### config.mk
export PLATFORM = sky130hd
export DESIGN_NAME = cdb_writeback_arbiter
export DESIGN_NICKNAME = d
export VERILOG_FILES = /design/src/rtl/cdb_writeback_arbiter.sv
export SDC_FILE = /design/constraint.sdc
export NUM_CORES = 1
export LEC_CHECK = 0
export ABC_AREA = 0
export CAP_MARGIN = 20
export CORE_AREA = 3 3 167 169
export CTS_CLUSTER_DIAMETER = 80
export DETAILED_ROUTE_END_ITERATION = 7
export DIE_AREA = 0 0 170 172
export PLACE_DENSITY = 0.66
export SYNTH_ARGS = -nofsm -noshare
export SYNTH_HDL_FRONTEND = slang
export SYNTH_SLANG_ARGS = --single-unit
### constraint.sdc
create_clock -name clk_i -period 4.4 [get_ports clk_i]
set_input_delay 0.88 -clock clk_i [delete_from_list [all_inputs] [get_ports clk_i]]
set_output_delay 0.88 -clock clk_i [all_outputs]
set_load 0.03 [all_outputs]
### src/rtl/cdb_writeback_arbiter.sv
// cdb_writeback_arbiter: round-robin writeback arbiter feeding a registered CDB stage.
// Defining CDB_STATS_EN adds saturating grant/stall counters.
module cdb_writeback_arbiter #(
    parameter int NUM_UNITS  = 4,
    parameter int ROBsize    = 32,
    parameter int ROBsizeLog = $clog2(ROBsize + 1)
) (
    input  logic                            clk_i,
    input  logic                            reset_n_i,
    input  logic [NUM_UNITS-1:0]            unitValid_i,
    input  logic [NUM_UNITS*64-1:0]         unitVal_i,
    input  logic [NUM_UNITS*10-1:0]         unitCommands_i,
    input  logic [NUM_UNITS*ROBsizeLog-1:0] unitTag_i,
    input  logic [NUM_UNITS*4-1:0]          unitFlags_i,
    output logic [NUM_UNITS-1:0]            canGo_o,
    input  logic                            cdbReady_i,
    output logic                            cdbValid_o,
    output logic [63:0]                     cdbVal_o,
    output logic [9:0]                      cdbCommands_o,
    output logic [ROBsizeLog-1:0]           cdbTag_o,
    output logic [3:0]                      cdbFlags_o
`ifdef CDB_STATS_EN
    ,
    output logic [31:0]                     statGrants_o,
    output logic [31:0]                     statStalls_o
`endif
);
    localparam int PW = (NUM_UNITS > 1) ? $clog2(NUM_UNITS) : 1;
    localparam logic [0:0] EMPTY = 1'b0;
    localparam logic [0:0] FULL  = 1'b1;

    logic [0:0]           r_state;
    logic [PW-1:0]        r_rr;
    logic [NUM_UNITS-1:0] r_granted_last;
    logic [NUM_UNITS-1:0] w_req;
    logic                 w_free;
    logic                 w_found;
    logic [PW-1:0]        w_win;

    // Units granted last cycle are masked in case they sample canGo late.
    always_comb begin
        w_req   = unitValid_i & ~r_granted_last;
        w_free  = (r_state == EMPTY) | cdbReady_i;
        w_found = 1'b0;
        w_win   = '0;
        for (int i = 1; i <= NUM_UNITS; i++) begin
            if (!w_found && w_req[PW'((int'(r_rr) + i) % NUM_UNITS)]) begin
                w_found = 1'b1;
                w_win   = PW'((int'(r_rr) + i) % NUM_UNITS);
            end
        end
        canGo_o = (reset_n_i && w_free && w_found) ? NUM_UNITS'(1) << w_win : '0;
    end

    assign cdbValid_o = (r_state == FULL);

    always_ff @(posedge clk_i or negedge reset_n_i) begin
        if (!reset_n_i) begin
            r_state        <= EMPTY;
            r_rr           <= PW'(NUM_UNITS - 1);
            r_granted_last <= '0;
            cdbVal_o       <= '0;
            cdbCommands_o  <= '0;
            cdbTag_o       <= '0;
            cdbFlags_o     <= '0;
        end else begin
            r_granted_last <= canGo_o;
            if (|canGo_o) begin
                r_state       <= FULL;
                r_rr          <= w_win;
                cdbVal_o      <= unitVal_i[w_win*64 +: 64];
                cdbCommands_o <= unitCommands_i[w_win*10 +: 10];
                cdbTag_o      <= unitTag_i[w_win*ROBsizeLog +: ROBsizeLog];
                cdbFlags_o    <= unitFlags_i[w_win*4 +: 4];
            end else if (cdbReady_i) begin
                r_state <= EMPTY;
            end
        end
    end

`ifdef CDB_STATS_EN
    always_ff @(posedge clk_i or negedge reset_n_i) begin
        if (!reset_n_i) begin
            statGrants_o <= '0;
            statStalls_o <= '0;
        end else begin
            if (|canGo_o && statGrants_o != '1)
                statGrants_o <= statGrants_o + 32'd1;
            if (cdbValid_o && !cdbReady_i && |unitValid_i && statStalls_o != '1)
                statStalls_o <= statStalls_o + 32'd1;
        end
    end
`endif
endmodule

==> results by group <==
Synth
  – Yosys top cell area share: 0.386
  – Synth warn: 0
  – Synthesis-stage register bit count: 91
  – Syn_nets: 846
  – Sequential fraction of the synthesis area: 0.395
  – Cell Area, Synth: 0.00577 mm2
  – Yosys top cell by area: dfrtp_1
  – Area contributors post-synth: dfrtp_1 39%, mux2i_1 29%, a221oi_2 12%
  – Count of cell types in the netlist: 28
  – Syn Area/Cell: 11.5 um2
  – Cells after synthesis: 503

Placed design
  – Cell area after placement: 0.0104 mm2
  – Port bufs: 431
  – GP Congestion: 0.749
  – Placement Setup Slack: 0.477 ns
  – Final HPWL DP: 17.8 mm

Floorplan
  – Die H: 172 um
  – Die area: 0.0292 mm2
  – Rows: 60
  – Chip width: 170 um
  – IO Pins: 432
  – Initial Util: 0.216
  – Core area: 0.0267 mm2

Global routing
  – First-pass GRT wire length: 33.3 mm
  – Total global-route track usage: 0.145
  – Congestion Overflow GR: 0
  – Initial antenna violation count: 1
  – Largest net degree at the start of global routing: 100
  – Vias in the first global route: 5946

Clock network
  – Resize count post-CTS: 0
  – Clk_lat worst skew: 0.34 ns
  – CTS Sinks: 91
  – CTS tree: done
  – Post-CTS Hold Buffers: 0
  – Setup bufs post-CTS: 0
  – CTS clk-pin slew, worst paths: 0.07 ns
  – H-tree depth: 3
  – Root Buffer: clkbuf_16
  – TritonCTS buffer count: 9
  – Max Buffers Root-to-Sink: 2

Critical path
  – CP Launch Type: input port
  – Worst path required time: 3.52 ns
  – CP arrival: 3.03 ns
  – Crit Path Class: in2out
  – Worst Setup End Kind: output port
  – Crit path max fanout: 5

Timing
  – Final setup margin: 0.487 ns
  – Worst rel slew slack: 0.347
  – Hold_ws: 0.532 ns
  – Fmax achieved: 256 MHz
  – Final period util: 0.889
  – Final setup vio count: 0
  – RSZ-0062 raised after global routing: no
  – Clk_skew: 0.0121 ns
  – Post-route minimum period: 3.91 ns
  – Slew @ Worst Pin: 0.980 ns
  – Max-slew violations: 0
  – Final hold vios: 0
  – Fin Setup TNS: 0 ns

Cells and area
  – Most frequent cells in the layout: 429 x clkdlybuf4s50_1, 168 x mux2i_1, 89 x dfrtp_1
  – # fillers: 2613
  – Fraction of layout cells with a size suffix above 1: 0.0911
  – Cell area after layout: 0.0106 mm2
  – Number of inserted diodes: 0
  – Finished Core Util: 0.398
  – Commonest non-fill, non-tap cell in the layout: clkdlybuf4s50_1
  – Nets: 1249
  – Layout area overhead: 84.4%

Power
  – Pwr Density: 567 mW/mm2
  – Peak supply drop: 0.000309 V
  – Leakage: 4.22 nW

Route
  – Vias: 5676
  – Initial drt markers: 196
  – Drt drc: 0
  – DR vias/cell: 4.53
  – First-pass DRT Iterations: 4
  – Drt wl/cell: 18.4 um
  – Final ANT Viol Nets: 0
  – Total Wirelength: 23.0 mm

Worst hold path
  – Hold Crit Class: reg2reg

Run status
  – Status: finished clean

Run
  – Max-cap violations: 0
cell type report:
cell class / count / area [um2] / area share
clock inverter: 6 / 47.5 / 0.00447
multi-input combinational: 363 / 3260 / 0.306
clock buffer: 10 / 229 / 0.0215
sequential: 91 / 2280 / 0.214
tap: 341 / 427 / 0.0401
timing repair buffer: 440 / 4400 / 0.413
inverter: 1 / 3.75 / 0.000353
Yosys cell counts:
cell type  number
o221ai_1        2
o21ai_0         1
o32ai_1         1
nand2_1         2
and2_4          1
buf_2          28
nand2b_1        4
a21oi_1         1
nor2_1         86
mux2i_1       168
buf_1           1
and2b_1         1
o41ai_4         1
and2_1          1
clkbuf_1       13
a221oi_1       36
o221a_2         1
a211oi_1        1
buf_6           6
nor2b_1         4
dfstp_2         2
a221oi_2       48
a21o_1          1
nor3_1          1
and3_1          1
inv_1           1
dfrtp_1        89
and2b_2         1
final timing paths:
path / to / cells past startpoint / startpoint / slack (ns)
max: canGo_o[0] / 7 / unitValid_i[1] / 0.49
min: r_rr[0] / 2 / r_rr[0] / 0.53
max reg2reg: cdbVal_o[22] / 7 / r_granted_last[2] / 1.64
min reg2reg: r_rr[0] / 2 / r_rr[0] / 0.53
max in group asynchronous: cdbVal_o[5] / 3 / reset_n_i / 2.56
min in group asynchronous: cdbVal_o[20] / 2 / reset_n_i / 0.68
state kept, by name, summed over array words and instances, names as in the netlist:
| name | count |
|---|---|
| cdbValid_o | 1 |
| cdbFlags_o | 4 |
| r_granted_last | 4 |
| cdbVal_o | 64 |
| cdbCommands_o | 10 |
| cdbTag_o | 6 |
| r_rr | 2 |
power breakdown:
part | internal [mW] | switching [mW]
logic | 1.75 | 2.04
clock network | 0.391 | 0.368
registers | 1.24 | 0.246
total | 3.38 | 2.65
kinds of logic (layout without fill, tap and decap cells):
family / after synthesis / in the layout / synth area share
multiplexers: 168 / 168 / 0.291
AND/OR/NAND/NOR: 102 / 102 / 0.0732
AO/OA/AOI/OAI: 93 / 93 / 0.195
flip-flops: 91 / 91 / 0.395
buffers and inverters: 49 / 457 / 0.0457
through the flow:
stage	instances	power [mW]
floorplan	503	3.82
global placement	1236	5.31
detailed placement	1236	5.34
CTS	1252	6.14
global route	1252	6.39
finish	1252	6.03
critical path, cell delays in order:
cell	delay, ns
clkdlybuf4s50_1	0.42
nor2b_1	0.17
o41ai_4	0.44
nand2b_1	0.29
nor2_4	0.05
and2_1	0.18
clkdlybuf4s50_1	0.60
metal layers:
layer	global-route usage	part of all wire	vias up
met4	0.0296	0.013	2
li1	-	-	2733
met1	0.166	0.38	2658
met2	0.269	0.51	267
met5	0	0.00057	-
met3	0.0446	0.091	16
No activity file was read; power rests on OpenSTA's default activity.
